--- config.mk ---
export PLATFORM = sky130hd
export DESIGN_NAME = register_type_sequencer
export DESIGN_NICKNAME = d
export VERILOG_FILES = /design/src/rtl/register_type_sequencer.sv
export SDC_FILE = /design/constraint.sdc
export NUM_CORES = 1
export LEC_CHECK = 0
export CAP_MARGIN = 15
export CORE_AREA = 2 2 115 117
export DETAILED_ROUTE_END_ITERATION = 7
export DIE_AREA = 0 0 117 119
export GPL_TIMING_DRIVEN = 0
export PLACE_DENSITY_LB_ADDON = 0.2
export SYNTH_ARGS = -nofsm -noshare
export SYNTH_HDL_FRONTEND = slang
export SYNTH_SLANG_ARGS = --single-unit
--- constraint.sdc ---
create_clock -name clk -period 5 [get_ports clk]
set_clock_uncertainty 0.1 [all_clocks]
set_input_delay 1 -clock clk [delete_from_list [all_inputs] [get_ports clk]]
set_output_delay 1 -clock clk [all_outputs]
set_load 0.01 [all_outputs]
--- src/rtl/register_type_sequencer.sv ---
// Sequences one R-type instruction at a time: accept, read both sources,
// execute on the shared ALU, then commit to rd or raise a trap pulse.
//
// state     | meaning
// ----------+--------------------------------------------------------------
// IDLE      | ready for a new instruction; reads track the incoming rs1/rs2
// READ      | register file data valid; captured into operand registers
// EXECUTE   | operands and subfunctions presented to the ALU
// WRITEBACK | registered ALU result committed to rd (no write when rd == 0)
// TRAP      | ALU reported an illegal encoding; pulse trap, no write
module register_type_sequencer #(
  parameter int REGISTER_ADDRESS_WIDTH = 5,
  parameter int DATA_WIDTH             = 32,
  parameter int COUNTER_WIDTH          = 16
) (
  input  logic                              clk,
  input  logic                              reset_n,
  input  logic                              instruction_valid,
  output logic                              instruction_ready,
  input  logic [REGISTER_ADDRESS_WIDTH-1:0] instruction_rs1,
  input  logic [REGISTER_ADDRESS_WIDTH-1:0] instruction_rs2,
  input  logic [REGISTER_ADDRESS_WIDTH-1:0] instruction_rd,
  input  logic [2:0]                        instruction_subfunction_3,
  input  logic [6:0]                        instruction_subfunction_7,
  output logic [REGISTER_ADDRESS_WIDTH-1:0] register_read_address1,
  output logic [REGISTER_ADDRESS_WIDTH-1:0] register_read_address2,
  input  logic [DATA_WIDTH-1:0]             register_read_value1,
  input  logic [DATA_WIDTH-1:0]             register_read_value2,
  output logic [2:0]                        alu_subfunction_3,
  output logic [6:0]                        alu_subfunction_7,
  output logic [DATA_WIDTH-1:0]             alu_input_register1_value,
  output logic [DATA_WIDTH-1:0]             alu_input_register2_value,
  input  logic                              alu_error,
  input  logic [DATA_WIDTH-1:0]             alu_result,
  output logic                              register_write_enable,
  output logic [REGISTER_ADDRESS_WIDTH-1:0] register_write_address,
  output logic [DATA_WIDTH-1:0]             register_write_value,
  output logic                              busy,
  output logic                              done,
  output logic                              illegal_instruction,
  output logic [COUNTER_WIDTH-1:0]          retired_count,
  output logic [COUNTER_WIDTH-1:0]          illegal_count
);

  typedef enum logic [2:0] {
    S_IDLE      = 3'd0,
    S_READ      = 3'd1,
    S_EXECUTE   = 3'd2,
    S_WRITEBACK = 3'd3,
    S_TRAP      = 3'd4
  } state_t;

  state_t state_q, state_d;

  logic [REGISTER_ADDRESS_WIDTH-1:0] rs1_q, rs1_d;
  logic [REGISTER_ADDRESS_WIDTH-1:0] rs2_q, rs2_d;
  logic [REGISTER_ADDRESS_WIDTH-1:0] rd_q, rd_d;
  logic [2:0]                        f3_q, f3_d;
  logic [6:0]                        f7_q, f7_d;
  logic [DATA_WIDTH-1:0]             op1_q, op1_d;
  logic [DATA_WIDTH-1:0]             op2_q, op2_d;
  logic [COUNTER_WIDTH-1:0]          retired_q, retired_d;
  logic [COUNTER_WIDTH-1:0]          illegal_q, illegal_d;

  always_ff @(posedge clk or negedge reset_n) begin
    if (!reset_n) begin
      state_q   <= S_IDLE;
      rs1_q     <= '0;
      rs2_q     <= '0;
      rd_q      <= '0;
      f3_q      <= '0;
      f7_q      <= '0;
      op1_q     <= '0;
      op2_q     <= '0;
      retired_q <= '0;
      illegal_q <= '0;
    end else begin
      state_q   <= state_d;
      rs1_q     <= rs1_d;
      rs2_q     <= rs2_d;
      rd_q      <= rd_d;
      f3_q      <= f3_d;
      f7_q      <= f7_d;
      op1_q     <= op1_d;
      op2_q     <= op2_d;
      retired_q <= retired_d;
      illegal_q <= illegal_d;
    end
  end

  always_comb begin
    state_d   = state_q;
    rs1_d     = rs1_q;
    rs2_d     = rs2_q;
    rd_d      = rd_q;
    f3_d      = f3_q;
    f7_d      = f7_q;
    op1_d     = op1_q;
    op2_d     = op2_q;
    retired_d = retired_q;
    illegal_d = illegal_q;
    unique case (state_q)
      S_IDLE: begin
        if (instruction_valid) begin
          rs1_d   = instruction_rs1;
          rs2_d   = instruction_rs2;
          rd_d    = instruction_rd;
          f3_d    = instruction_subfunction_3;
          f7_d    = instruction_subfunction_7;
          state_d = S_READ;
        end
      end
      S_READ: begin
        op1_d   = register_read_value1;
        op2_d   = register_read_value2;
        state_d = S_EXECUTE;
      end
      S_EXECUTE: begin
        state_d = alu_error ? S_TRAP : S_WRITEBACK;
      end
      S_WRITEBACK: begin
        // Retires to x0 still count even though nothing is written.
        if (retired_q != '1) retired_d = retired_q + COUNTER_WIDTH'(1);
        state_d = S_IDLE;
      end
      S_TRAP: begin
        if (illegal_q != '1) illegal_d = illegal_q + COUNTER_WIDTH'(1);
        state_d = S_IDLE;
      end
      default: state_d = S_IDLE;
    endcase
  end

  // In IDLE the read ports follow the decoder so the read launches on the accept edge.
  assign register_read_address1 = (state_q == S_IDLE) ? instruction_rs1 : rs1_q;
  assign register_read_address2 = (state_q == S_IDLE) ? instruction_rs2 : rs2_q;

  assign alu_subfunction_3         = f3_q;
  assign alu_subfunction_7         = f7_q;
  assign alu_input_register1_value = op1_q;
  assign alu_input_register2_value = op2_q;

  assign instruction_ready      = (state_q == S_IDLE);
  assign busy                   = (state_q != S_IDLE);
  assign done                   = (state_q == S_WRITEBACK);
  assign illegal_instruction    = (state_q == S_TRAP);
  assign register_write_enable  = (state_q == S_WRITEBACK) && (rd_q != '0);
  assign register_write_address = rd_q;
  assign register_write_value   = alu_result;

  assign retired_count = retired_q;
  assign illegal_count = illegal_q;

endmodule

Yosys cells after proc, flatten, opt, wreduce, memory -nomap -nowiden
Cells that the tools add are included.
{"block": "totals", "regBits": 124, "word_cells": 31}
{"block": "op_classes", "n_addsub": 2, "n_eq_ne": 7, "n_mux": 5, "reduce_logical": 7}
{"operator": "16-bit by 1-bit adder with 16-bit output, second input constant", "n": 2}
{"operator": "16-bit inequality test, second input constant", "n": 2}
{"operator": "5-bit 2-to-1 mux", "n": 2}
{"operator": "3-bit one-hot mux with 3 select lines", "n": 1}
{"operator": "3-bit by 2-bit == test with 1-bit output, second input constant", "n": 2}
{"operator": "3-bit 2-to-1 mux", "n": 2}
{"operator": "2-bit AND reduction", "n": 3}
{"operator": "5-bit nonzero test", "n": 1}
{"operator": "3-bit by 1-bit == test with 1-bit output, second input constant", "n": 1}
{"operator": "3-bit == test, second input constant", "n": 1}
{"operator": "3-bit zero test", "n": 1}
{"operator": "3-bit nonzero test", "n": 1}
{"operator": "2-bit inequality test, second input constant", "n": 1}
{"operator": "1-bit logical AND", "n": 1}

Depth between registers and ports, before layout
{"block": "logic_depth", "ltp_word": 2, "depth_mapped": 6}

Worst setup path after synthesis
No wires, ideal clock.
{"block": "synth_timing", "path_kind": "register to output", "startpoint": "reg state_q[1]", "endpoint": "out register_read_address1[0]", "arrival_time_ns": 1.478, "required_ns": 3.900, "slack_ns": 2.422, "path_stages_with_launch": 5, "n_path_buf": 2, "cell_sequence": "dfrtp_1 -> clkbuf_1 -> nor3_1 -> buf_2 -> mux2_2"}
{"block": "synth_via", "elab_chain_len": 2}
{"item": "start, declared", "line": "53", "rtl": "state_t state_q, state_d;"}
{"item": "start signal, assigned", "line": "78", "rtl": "state_q <= state_d;"}
{"item": "3-bit zero test"}
{"item": "named net instruction_ready", "line": "19", "rtl": "output logic instruction_ready,"}
{"item": "5-bit 2-to-1 mux", "line": "135", "rtl": "assign register_read_address1 = (state_q == S_IDLE) ? instruction_rs1 : rs1_q;"}
{"item": "end, declared", "line": "25", "rtl": "output logic [REGISTER_ADDRESS_WIDTH-1:0] register_read_address1,"}
The timed path passes the listed nets, and every way through them passes these cells.

Worst setup path after layout
{"block": "layout_timing", "startpoint": "reg state_q[1]", "endpoint": "out register_read_address2[0]"}
{"block": "layout_via", "elab_chain_len": 2}
{"item": "3-bit zero test", "line": "136", "rtl": "assign register_read_address2 = (state_q == S_IDLE) ? instruction_rs2 : rs2_q;"}
{"item": "5-bit 2-to-1 mux", "line": "136"}
{"item": "end, declared", "line": "26", "rtl": "output logic [REGISTER_ADDRESS_WIDTH-1:0] register_read_address2,"}
No other way between the ends.

==> results by group <==
Place
  • RD Place Congestion: 0.842
  • Post-DP HPWL: 10300 um
  • Placed cells: 827
  • Number of port buffers: 250
  • Placed cell areas: 0.00814 mm2

Clocking
  • Skew-Pair Late Insertion Delay: 0.41 ns
  • CTS sink cnt: 124
  • Reg clk slew, reported paths: 0.05 ns
  • Post-cts resize count: 0
  • CTS tree: yes
  • Max clock buf depth: 2
  • Post-CTS setup buffers: 0
  • Post-CTS Hold Buffers: 0
  • TritonCTS buffer count: 17
  • H-tree depth: 4
  • Clock root cell: clkbuf_16

Yosys
  • Ys Warns: 0
  • Synth top cells by count: dfrtp_1 (124), mux2_2 (96), buf_4 (34), xnor2_1 (16), nand3_1 (14)
  • Post-synthesis xor/xnor area fraction: 3.74%
  • Cell variety after synth: 40
  • Simple-Gate Fraction of Synth Area: 8.18%
  • Count leader, synth: dfrtp_1
  • EDFF count, synth: 0
  • Mapped Cells: 400
  • Post-synthesis compound-gate area fraction: 2.18%
  • Synth Flop Type: dfrtp_1
  • Synth Area per Inst: 13.5 um2
  • Net Count, Synth: 527
  • Cell taking the most area after synthesis: dfrtp_1
  • Flops & latches, synth: 124
  • Area share of the largest cell type after synthesis: 57.6%
  • Synthesized area: 0.00539 mm2
  • Largest family of logic cells by synthesized area: multiplexers
  • Sequential fraction of the synthesis area: 57.6%
  • Adder-Cell Fraction of Synth Area: 0.465%
  • Synth async-reset ratio: 100%
  • Mux share of post-synthesis cell area: 21.7%
  • Synth top area cells: dfrtp_1 (58%), mux2_2 (20%), buf_4 (4.7%)

STA
  • Min Tclk post-route: 3.66 ns
  • FMAX: 273 MHz
  • RSZ-0062 raised after global routing: no
  • Worst-case headroom to the max-slew limit: 39.5%
  • Final setup violation count: 0
  • Final-report hold violation count: 0
  • Least-Margin Pin Slew: 0.904 ns
  • Final period util: 73.3%
  • Slew Viols, Final: 0

Global route
  • Global-route wire length before repair: 21100 um
  • Largest net degree at the start of global routing: 65
  • Antenna violations before repair: 0
  • Vias in the first global route: 4206
  • GRT Residual Overflow: 0
  • GRT Util Overall: 19.6%

Drt
  • Wirelength, routed: 13700 um
  • Antenna Nets Post-Route: 0
  • Iteration-0 DRC Markers: 149
  • Vias: 4125
  • Drt drc: 0
  • Avg WL per Cell: 15.9 um
  • Pre-antenna DRT Iters: 4
  • Vias/cell: 4.80

Worst setup path
  • Nature of the critical path endpoint: primary output
  • Setup CP Type: register to primary output
  • Top Family by Delay on Critical Path: buffers and inverters
  • Critical Path RT: 3.90 ns
  • Critical Path, Cell by Cell: clkbuf_1 -> nor3_1 -> buf_2 -> mux2_2 -> clkdlybuf4s50_1
  • Startpoint types: register
  • Max FO, Critical Path: 10
  • Worst path bufs/invs: 3
  • Critical path's largest stage delay: 0.49 ns
  • Crit path DAT: 2.56 ns
  • Crit path max-delay cell type: clkdlybuf4s50_1

Floorplan
  • FP Rows: 42
  • Die height: 119 um
  • Die X: 117 um
  • I/O pins: 283
  • Die ar.: 0.0139 mm2
  • Core Area: 0.0129 mm2
  • Initial Utilization: 41.8%

Worst hold path
  • Hold Crit Class: register to register

Cells and area
  • Layout cells sized above 1: 25.5%
  • Footprint of the multi-input gates: 0.00195 mm2
  • Non-filler cells in the finished layout: 859
  • Sequential cell area: 0.00310 mm2
  • Nets: 797
  • Antenna Cells: 0
  • Design Area, Final: 0.00874 mm2
  • Area Overhead vs Synth: 62.3%
  • Fillers: 963

Power and ir drop
  • Peak supply drop: 341 uV
  • Leak: 3.67 nW
  • Pwr per Cell Area: 572 mW/mm2

Outcome
  • Outcome: complete, no violations

Run
  • Max Cap Viol: 0
[final timing paths]
path	slack [ns]	depth (start not counted)	start	to
setup / recovery	1.34	5	state_q[1]	register_read_address2[0]
hold / removal	0.39	1	alu_input_register1_value[31]	alu_input_register1_value[31]
setup reg to reg	2.60	5	state_q[1]	alu_input_register1_value[10]
hold reg to reg	0.39	1	alu_input_register1_value[31]	alu_input_register1_value[31]
max in group asynchronous	3.65	2	reset_n	alu_input_register2_value[27]
min in group asynchronous	0.46	1	reset_n	retired_count[9]
[cell families after synthesis]
logic type / Yosys count
flip-flops: 124
multiplexers: 104
AND/OR/NAND/NOR: 78
buffers and inverters: 51
XOR/XNOR: 23
AO/OA/AOI/OAI: 18
adder cells (fa/ha/maj): 2
[flip-flops by register name (all words and copies together) (netlist names)]
register / count
rs2_q: 5
illegal_count: 16
alu_subfunction_7: 7
state_q: 3
retired_count: 16
register_write_address: 5
alu_subfunction_3: 3
rs1_q: 5
alu_input_register2_value: 32
alu_input_register1_value: 32
[cell type report]
cell class	count	share of cell area, %
timing repair buffer	251	29.0
clock inverter	7	1.26
inverter	8	0.343
multi-input combinational	225	22.3
sequential	124	35.5
tap	176	2.52
clock buffer	25	5.67
buffer	43	3.42
[routing by layer]
layer / wire, um / part of all wire, % / vias to the layer above / GRT usage [%]
met2: 6750 / 49 / 178 / 32.0
met4: 239 / 1.7 / 0 / 7.87
met3: 1350 / 9.9 / 21 / 7.43
li1: - / - / 1928 / -
met5: 0 / 0 / - / 0
met1: 5360 / 39 / 1998 / 23.2
[through the flow]
stage	setup TNS [ns]	setup WS [ns]	power, mW	hold slack (ns)	util, %
floorplan	0	2.42	2.63	0.377	-
global placement	-239.80	-1.94	3.74	0.370	63.0
detailed placement	0	1.71	3.80	0.379	63.2
CTS	0	1.23	5.07	0.391	67.9
global route	0	1.12	5.28	0.397	67.9
finish	0	1.34	5.00	0.388	67.9
[power breakdown]
group | internal, mW | total, mW | switching [mW]
Sequential | 1.42 | 1.66 | 0.236
Combinational | 1.32 | 2.10 | 0.782
Clock | 0.833 | 1.24 | 0.410
[cells in the final DEF, fill, tap and decap left out, types with 2 or more instances in the layout]
cell,instances
a211oi_1,2
a21oi_1,10
and2_1,2
and3_1,6
buf_2,8
buf_4,34
bufinv_16,3
clkbuf_1,5
clkbuf_16,17
clkbuf_8,4
clkdlybuf4s50_1,249
clkinv_2,4
dfrtp_1,124
ha_1,2
inv_1,7
mux2_1,6
mux2_2,96
mux2i_1,2
nand2_1,9
nand2b_1,2
nand3_1,14
nand4_1,10
nand4b_1,2
nor2_1,12
nor3_1,7
nor4_1,3
nor4_2,2
xnor2_1,16
xor2_1,7
Power figures use the tool's default switching activity.
